`src/rtl/systolic_result_drain_pkg.sv`:
```
// Shared definitions for the systolic result drain: FSM encoding and row-index width.
package systolic_result_drain_pkg;

    localparam int ROW_IDX_W = 16;

    typedef enum logic [1:0] {
        S_IDLE    = 2'd0,
        S_WAIT    = 2'd1,
        S_CAPTURE = 2'd2,
        S_DRAIN   = 2'd3
    } drain_state_e;

endpackage

```
`src/rtl/systolic_result_drain_sync_row_fifo.sv`:
```
// Synchronous row FIFO with extra-MSB pointers; a push while full is accepted only
// when the head is popped in the same cycle.
module sync_row_fifo #(
    parameter int WIDTH = 8,
    parameter int DEPTH = 4
) (
    input  logic                     clk_i,
    input  logic                     rst_i,
    input  logic                     push_i,
    input  logic [WIDTH-1:0]         data_i,
    input  logic                     pop_i,
    output logic [WIDTH-1:0]         data_o,
    output logic                     full_o,
    output logic                     empty_o,
    output logic [$clog2(DEPTH):0]   count_o
);

    localparam int AW = $clog2(DEPTH);

    logic [WIDTH-1:0] mem_q [DEPTH];
    logic [AW:0]      wr_ptr_q, wr_ptr_d;
    logic [AW:0]      rd_ptr_q, rd_ptr_d;
    logic             wr_en, rd_en;

    assign empty_o = (wr_ptr_q == rd_ptr_q);
    assign full_o  = (wr_ptr_q[AW] != rd_ptr_q[AW]) && (wr_ptr_q[AW-1:0] == rd_ptr_q[AW-1:0]);
    assign count_o = wr_ptr_q - rd_ptr_q;
    assign data_o  = mem_q[rd_ptr_q[AW-1:0]];

    assign rd_en    = pop_i & ~empty_o;
    assign wr_en    = push_i & (~full_o | rd_en);
    assign wr_ptr_d = wr_ptr_q + (AW+1)'(wr_en);
    assign rd_ptr_d = rd_ptr_q + (AW+1)'(rd_en);

    always_ff @(posedge clk_i) begin
        if (rst_i) begin
            wr_ptr_q <= '0;
            rd_ptr_q <= '0;
        end else begin
            wr_ptr_q <= wr_ptr_d;
            rd_ptr_q <= rd_ptr_d;
        end
    end

    // Storage needs no reset: it is only observed through a non-empty head.
    always_ff @(posedge clk_i) begin
        if (wr_en) mem_q[wr_ptr_q[AW-1:0]] <= data_i;
    end

endmodule

```
`src/rtl/systolic_result_drain.sv`:
```
// De-skews bottom-row systolic results into whole rows and streams them out through a row FIFO.
//  state   | meaning
//  IDLE    | waiting for start
//  WAIT    | counting down until row 0 is aligned at the delay-line outputs
//  CAPTURE | pushing one aligned row per cycle, M rows
//  DRAIN   | waiting for the FIFO to empty, then pulse done
module systolic_result_drain
    import systolic_result_drain_pkg::*;
#(
    parameter int N          = 4,
    parameter int ACC_W      = 32,
    parameter int LAT        = 8,
    parameter int FIFO_DEPTH = 4
) (
    input  logic                 clk,
    input  logic                 rst,
    input  logic                 start,
    input  logic [15:0]          num_rows,
    input  logic [N*ACC_W-1:0]   col_c,
    output logic                 out_valid,
    input  logic                 out_ready,
    output logic [N*ACC_W-1:0]   out_data,
    output logic [15:0]          out_row,
    output logic                 out_last,
    output logic                 busy,
    output logic                 done,
    output logic                 overflow
);

    localparam int DW        = N * ACC_W;
    localparam int FW        = DW + ROW_IDX_W + 1;
    localparam int CW        = $clog2(FIFO_DEPTH);
    localparam int WAIT_W    = $clog2(LAT + N);
    localparam int WAIT_INIT = LAT + N - 3;

    drain_state_e         state_q, state_d;
    logic [WAIT_W-1:0]    wait_q, wait_d;
    logic [ROW_IDX_W-1:0] row_q, row_d;
    logic [ROW_IDX_W-1:0] m_q, m_d;
    logic                 done_q, done_d;
    logic                 overflow_q, overflow_d;

    logic [DW-1:0]        aligned;
    logic                 push, pop, row_last, drain_fin;
    logic [FW-1:0]        fifo_rd;
    logic                 fifo_full, fifo_empty;
    logic [CW:0]          fifo_count;

    // Lane j waits N-1-j cycles so every lane of a row lines up with lane N-1.
    for (genvar j = 0; j < N; j++) begin : g_lane
        localparam int D = N - 1 - j;
        if (D == 0) begin : g_pass
            assign aligned[j*ACC_W +: ACC_W] = col_c[j*ACC_W +: ACC_W];
        end else begin : g_dly
            logic [ACC_W-1:0] dly_q [D];
            always_ff @(posedge clk) begin
                if (rst) begin
                    for (int k = 0; k < D; k++) dly_q[k] <= '0;
                end else begin
                    dly_q[0] <= col_c[j*ACC_W +: ACC_W];
                    for (int k = 1; k < D; k++) dly_q[k] <= dly_q[k-1];
                end
            end
            assign aligned[j*ACC_W +: ACC_W] = dly_q[D-1];
        end
    end

    sync_row_fifo #(.WIDTH(FW), .DEPTH(FIFO_DEPTH)) u_fifo (
        .clk_i   (clk),
        .rst_i   (rst),
        .push_i  (push),
        .data_i  ({row_q, row_last, aligned}),
        .pop_i   (pop),
        .data_o  (fifo_rd),
        .full_o  (fifo_full),
        .empty_o (fifo_empty),
        .count_o (fifo_count)
    );

    assign out_valid = ~fifo_empty;
    assign pop       = out_valid & out_ready;
    assign {out_row, out_last, out_data} = out_valid ? fifo_rd : '0;
    assign row_last  = (row_q == m_q - 16'd1);
    assign drain_fin = fifo_empty | (pop & (fifo_count == (CW+1)'(1)));
    assign done      = done_q;
    assign overflow  = overflow_q;

    always_ff @(posedge clk) begin
        if (rst) begin
            state_q    <= S_IDLE;
            wait_q     <= '0;
            row_q      <= '0;
            m_q        <= '0;
            done_q     <= 1'b0;
            overflow_q <= 1'b0;
        end else begin
            state_q    <= state_d;
            wait_q     <= wait_d;
            row_q      <= row_d;
            m_q        <= m_d;
            done_q     <= done_d;
            overflow_q <= overflow_d;
        end
    end

    always_comb begin
        state_d = state_q;
        wait_d  = wait_q;
        row_d   = row_q;
        m_d     = m_q;
        case (state_q)
            S_IDLE: begin
                if (start && num_rows != 16'd0) begin
                    state_d = S_WAIT;
                    wait_d  = WAIT_W'(WAIT_INIT);
                    row_d   = '0;
                    m_d     = num_rows;
                end
            end
            S_WAIT: begin
                if (wait_q == '0) state_d = S_CAPTURE;
                else              wait_d  = wait_q - WAIT_W'(1);
            end
            S_CAPTURE: begin
                row_d = row_q + 16'd1;
                if (row_last) state_d = S_DRAIN;
            end
            S_DRAIN: begin
                if (drain_fin) state_d = S_IDLE;
            end
            default: state_d = S_IDLE;
        endcase
    end

    always_comb begin
        push   = 1'b0;
        done_d = 1'b0;
        busy   = (state_q != S_IDLE);
        case (state_q)
            S_IDLE:    done_d = start & (num_rows == 16'd0);
            S_CAPTURE: push   = 1'b1;
            S_DRAIN:   done_d = drain_fin;
            default:   ;
        endcase
        // A row is lost only when the FIFO stays full across this edge.
        overflow_d = overflow_q | (push & fifo_full & ~pop);
    end

endmodule
```
`config.mk`:
```
export PLATFORM = sky130hd
export DESIGN_NAME = systolic_result_drain
export DESIGN_NICKNAME = d
export VERILOG_FILES = /design/src/rtl/systolic_result_drain_pkg.sv /design/src/rtl/systolic_result_drain_sync_row_fifo.sv /design/src/rtl/systolic_result_drain.sv
export SDC_FILE = /design/constraint.sdc
export NUM_CORES = 1
export LEC_CHECK = 0
export BUFFER_PORTS_ARGS = -buffer_cell sky130_fd_sc_hd__buf_2
export CAP_MARGIN = 20
export CELL_PAD_IN_SITES_DETAIL_PLACEMENT = 0
export CELL_PAD_IN_SITES_GLOBAL_PLACEMENT = 1
export CORE_MARGIN = 10
export CORE_UTILIZATION = 39
export DETAILED_ROUTE_END_ITERATION = 7
export PLACE_DENSITY_LB_ADDON = 0.1
export SLEW_MARGIN = 5
export SYNTH_ARGS = -nofsm -noshare
export SYNTH_HDL_FRONTEND = slang
export SYNTH_SLANG_ARGS = --single-unit
```
`constraint.sdc`:
```
create_clock -name clk -period 31.2 [get_ports clk]
set_clock_uncertainty 0.15 [all_clocks]
set_input_delay 1.56 -clock clk [delete_from_list [all_inputs] [get_ports clk]]
set_output_delay 1.56 -clock clk [all_outputs]
set_load 0.02 [all_outputs]
```
* Word level (Yosys, flattened, before mapping)
Memory sizes are Yosys's and may differ from the RTL's. A register that Yosys moved wholly into a read port is not among the register bits. Index checks and enable logic that the tools add are counted.
Storage, ports and cells: output and inout port bits 149, memories 4, bits in registers 46, memory bits (writable) 772, logic and storage cells 89
Cells by class: bitwise gates (word level) 18, add/subtract/negate cells 6, reduce and logical (&&, ||, !) cells 14, multiplexer cells 26, eq/ne operators 13
Memory list:
- u_fifo.mem_q | words 4, width 145, rd ports 1, clocked after memory_dff 1, wr ports 1, RTL line systolic_result_drain_sync_row_fifo.sv:20 | logic [WIDTH-1:0] mem_q [DEPTH];
- g_lane[0].g_dly.dly_q | words 3, width 32, rd ports 3, clocked after memory_dff 0, wr ports 3, RTL line systolic_result_drain.sv:55 | logic [ACC_W-1:0] dly_q [D];
- g_lane[1].g_dly.dly_q | words 2, width 32, rd ports 2, clocked after memory_dff 0, wr ports 2, RTL line systolic_result_drain.sv:55
- g_lane[2].g_dly.dly_q | words 1, width 32, rd ports 1, clocked after memory_dff 0, wr ports 1, RTL line systolic_result_drain.sv:55
Operators by type and width (count):
- $mux 32 | 6
- $mux 145 | 1
- $pmux 16 s2 | 1
- $reduce_or 32->1 | 1
- $add 16x1->16 const B | 1
- $eq 16x16->1 | 1
- $logic_not 16->1 | 1
- $mux 16 | 1
- $reduce_bool 16->1 | 1
- $sub 16x1->16 const B | 1
- $mux 2 | 5
- $ne 2x2->1 const B | 5
- $mux 4 | 2
- $or 1x1->1 | 8
- $pmux 2 s4 | 1
- $pmux 4 s2 | 1
- $and 1x1->1 | 7
- $mux 1 | 7
- $add 3x1->3 | 2
- $reduce_bool 2->1 | 3
- $eq 2x2->1 const B | 2
- $logic_not 4->1 | 1
- $reduce_and 2->1 | 2
- $reduce_and 4->1 | 1
- other kinds (12) | 15

* Logic depth before layout (Yosys ltp)
depth in word-level cells 8, gate-level depth with buffers 11, gate-level depth less buffers 10

* Modules after synthesis
Synthesis repeated with hierarchy kept, for this count alone.
Second synthesis, totals: cells, all modules 1640, area total of the unflattened synthesis 29724.8 µm²
Modules (own cells, without submodules):
- sync_row_fifo | times used 1, area each 21284.2 µm², cells each 797, seq. area each 17536.8 µm²
- systolic_result_drain | times used 1, area each 8440.6 µm², cells each 843, seq. area each 4644.5 µm²

* Worst setup path before layout
Ideal clock, no wire load.
path kind input-to-reg, start point input out_ready, end point memory u_fifo.mem_q[0][0] (netlist bit) (enable), buffers on the path 0, arrival 12.347 ns, required time 30.194 ns, cell stages on the path 3, slack 17.846 ns, path through nor3_1 nor2b_1 nor3b_1
On the way: cells in the longest elaborated chain, start to end 6
Ends and longest elaborated chain:
- start, declared | RTL line systolic_result_drain.sv:21 | input logic out_ready,
- $and 1x1->1 | RTL line systolic_result_drain.sv:81 | assign pop = out_valid & out_ready;
- $and 1x1->1 | RTL line systolic_result_drain_sync_row_fifo.sv:30 | assign rd_en = pop_i & ~empty_o;
- $or 1x1->1 | RTL line systolic_result_drain_sync_row_fifo.sv:31 | assign wr_en = push_i & (~full_o | rd_en);
- $and 1x1->1 | RTL line systolic_result_drain_sync_row_fifo.sv:31
- $mux 1 | RTL line systolic_result_drain_sync_row_fifo.sv:47 | if (wr_en) mem_q[wr_ptr_q[AW-1:0]] <= data_i;
- $mux 1 (implied by the code) | RTL line systolic_result_drain_sync_row_fifo.sv:47
- end, declared | RTL line systolic_result_drain_sync_row_fifo.sv:20
Every way passes these cells.

* Worst setup path after layout
start point register u_fifo.rd_ptr_q[0], end point output out_data[117]
On the way: cells in the longest elaborated chain, start to end 2
Ends and longest elaborated chain:
- start, declared | RTL line systolic_result_drain_sync_row_fifo.sv:22 | logic [AW:0] rd_ptr_q, rd_ptr_d;
- start signal, assigned | RTL line systolic_result_drain_sync_row_fifo.sv:41 | rd_ptr_q <= rd_ptr_d;
- $eq 3x3->1 | RTL line systolic_result_drain_sync_row_fifo.sv:25 | assign empty_o = (wr_ptr_q == rd_ptr_q);
- $mux 145 | RTL line systolic_result_drain.sv:82 | assign {out_row, out_last, out_data} = out_valid ? fifo_rd : '0;
- end, declared | RTL line systolic_result_drain.sv:22 | output logic [N*ACC_W-1:0] out_data,
Every way passes these cells.

==> results_dict.tcl <==
set metrics [dict create \
    setup-tns-final_ns 0 \
    die_area_sq_mm 0.0871 \
    cp_cell_sequence "buf_4, buf_16, buf_4, mux4_2, and2_1, buf_2" \
    clock_tree.buffer_depth 3 \
    die_y_um 295 \
    clk_latency_ns 0.63 \
    drcViolationCount 0 \
    p_leak_nw 12.5 \
    avgViaCountPerCell 4.82 \
    crit_top_cell "buf_4" \
    peakVddDrop_mv 0.0530 \
    ant_nets 0 \
    hold_ws_ns 0.276 \
    synth-seq-cells 818 \
    ys_top_cells_by_area "edfxtp_1, dfxtp_1, mux4_2" \
    end_kind "output pin" \
    required_ns 29.49 \
    grtUsageTotal 0.147 \
    place_hpwl_um 39100 \
    synth_cell_types 46 \
    crit_slowest_cell "dfxtp_4" \
    ys.flop_type "edfxtp_1" \
    stdcell_area_sq_mm 0.0352 \
    clock_sinks 818 \
    post-route-period-util 0.177 \
    syn_nets 1815 \
    yosysSeqAreaShare 0.752 \
    grt_pass1_vias 15800 \
    die_width_um 295 \
    critPathKind "reg -> out" \
    nets 2142 \
    synth.cell_area_sq_mm 0.0295 \
    io_pins 297 \
    path_max_fanout 34 \
    tightest_slew_ns 1.04 \
    postCtsHoldBufs 0 \
    cts-root-buf "clkbuf_16" \
    drv_slew 0 \
    routed_wl_um 64300 \
    port_buffers 296 \
    critPathMaxStageDelay_ns 0.71 \
    hold_viol 0 \
    drv_cap 0 \
    ys_async_sr_fraction 0 \
    cts_tree "built" \
    post_cts_resized 0 \
    crit_arrival_ns 3.82 \
    post_drt_wl_per_cell_um 21.3 \
    finalWorstSetupSlack_ns 25.67 \
    vias 14600 \
    power.density_mw_per_mm2 87.2 \
    synth_top_area_frac 0.590 \
    place.gp.congestion 0.700 \
    dp_cells 2857 \
    syn_to_final_growth_pct 19.2 \
    antenna_found_initial 5 \
    synth-edff-count 580 \
    hold_path_class "reg -> reg" \
    avgSynthCellArea_sq_um 17.9 \
    initial_core_util 0.395 \
    outcome "completed" \
    grt_max_degree 84 \
    fin_util 0.471 \
    worst-path-buf-inv 4 \
    cp-start-kind "flip-flop" \
    drive_above_1_share 0.299 \
    path_clk_slew_ns 0.06 \
    max_freq_mhz 181 \
    drt_iter0_drc 706 \
    ys_warn_count 0 \
    postCtsSetupBuffers 0 \
    finalSetupViolations 0 \
    rows 100 \
    cp_top_family "buffers and inverters" \
    grt_pass1_wl_um 97400 \
    instances_no_fill 3023 \
    p_total_mw 3.07 \
    core_area_sq_mm 0.0747 \
    htreeDepth 3 \
    yosys.area.top_type "edfxtp_1" \
    relSlewSlack 0.304 \
    overflow 0 \
    cts_made_buffers 87 \
    place_area_sq_mm 0.0321 \
    pre_cts_slack_ns 25.93 \
    rsz0062_at_grt "no" \
    period_minus_slack_ns 5.53 \
    dr.pass1.iters 4 \
    synthCells 1652 \
]
cells by family (layout without fill, tap and decap cells):
group                    after synthesis  in the layout  share of synthesized area
buffers and inverters                 95            496                     0.0123
other                                  0              1                          0
AND/OR/NAND/NOR                      494            494                     0.0969
flip-flops                           818            818                      0.752
multiplexers                         148            148                      0.112
AO/OA/AOI/OAI                         41             41                    0.00873
XOR/XNOR                              41             41                     0.0122
adder cells (fa/ha/maj)               15             15                    0.00661
final timing paths:
kind | slack (ns) | to | from | depth (start not counted)
worst max-delay path | 25.67 | out_data[117] | u_fifo.rd_ptr_q[0] | 6
worst min-delay path | 0.28 | g_lane[0].g_dly.dly_q[0][68] | g_lane[0].g_dly.dly_q[0][36] | 1
worst max register to register | 27.07 | u_fifo.mem_q[2][80] | u_fifo.rd_ptr_q[1] | 9
worst min register to register | 0.28 | g_lane[0].g_dly.dly_q[0][68] | g_lane[0].g_dly.dly_q[0][36] | 1
final cells by class:
cell class                 count  area, sq um
antenna                        1         2.50
clock buffer                 120         2420
clock inverter                43          618
fill                        6518        39500
inverter                      14         52.6
multi-input combinational    739         7010
sequential                   818        22200
tap                          969         1210
timing repair buffer         319         1680
layer usage:
metal / GRT usage / routed length (um) / vias to the layer above
met2: 0.261 / 33500 / 279
met1: 0.180 / 26600 / 7394
met5: 0 / 13 / -
met4: 0.0376 / 1210 / 2
li1: - / - / 6804
met3: 0.0323 / 2940 / 97
state kept, by name (all words and copies together), names as in the netlist:
signal and cells:
g_lane.g_dly.dly_q 192, u_fifo.mem_q 580, done 1, wait_q 4
state_q 2, overflow 1, u_fifo.wr_ptr_q 3, m_q 16
row_q 16, u_fifo.rd_ptr_q 3
power by group:
part	leakage (nW)	internal (mW)	switching, mW
clock network	1.49	0.649	0.422
registers	7.21	1.24	0.0367
logic	3.77	0.296	0.425
synth_stat cells (2+ instances only):
cell type / number
and2_1: 146
buf_1: 17
inv_1: 14
xor2_1: 19
edfxtp_1: 580
a21oi_1: 23
mux4_2: 145
a31oi_1: 3
nor2b_1: 199
nand2_1: 57
nor4_1: 8
and3_1: 5
xnor2_1: 22
and4_1: 2
a21boi_0: 2
mux2i_1: 3
clkbuf_1: 63
nand3_1: 11
nor3_1: 10
nor2_1: 37
dfxtp_1: 238
or2_2: 2
o21ai_0: 2
ha_1: 14
nand2b_1: 5
or4_4: 2
nand4_1: 4
cell usage in the layout (no fill, tap or decap), types with 6 or more instances in the layout:
cell and instances:
nand3_1 10, nand2_1 57, mux4_2 145, a21oi_1 23
buf_2 295, clkbuf_16 88, clkinv_2 15, ha_1 14
buf_4 22, bufinv_16 12, and2_1 146, nor4_1 8
inv_1 14, clkbuf_8 11, clkbuf_1 22, nor2_1 34
nor2b_1 199, xnor2_1 22, clkinv_1 6, nor3_1 10
dfxtp_1 236, xor2_1 19, edfxtp_1 580
No activity file was read; power rests on OpenSTA's default activity.
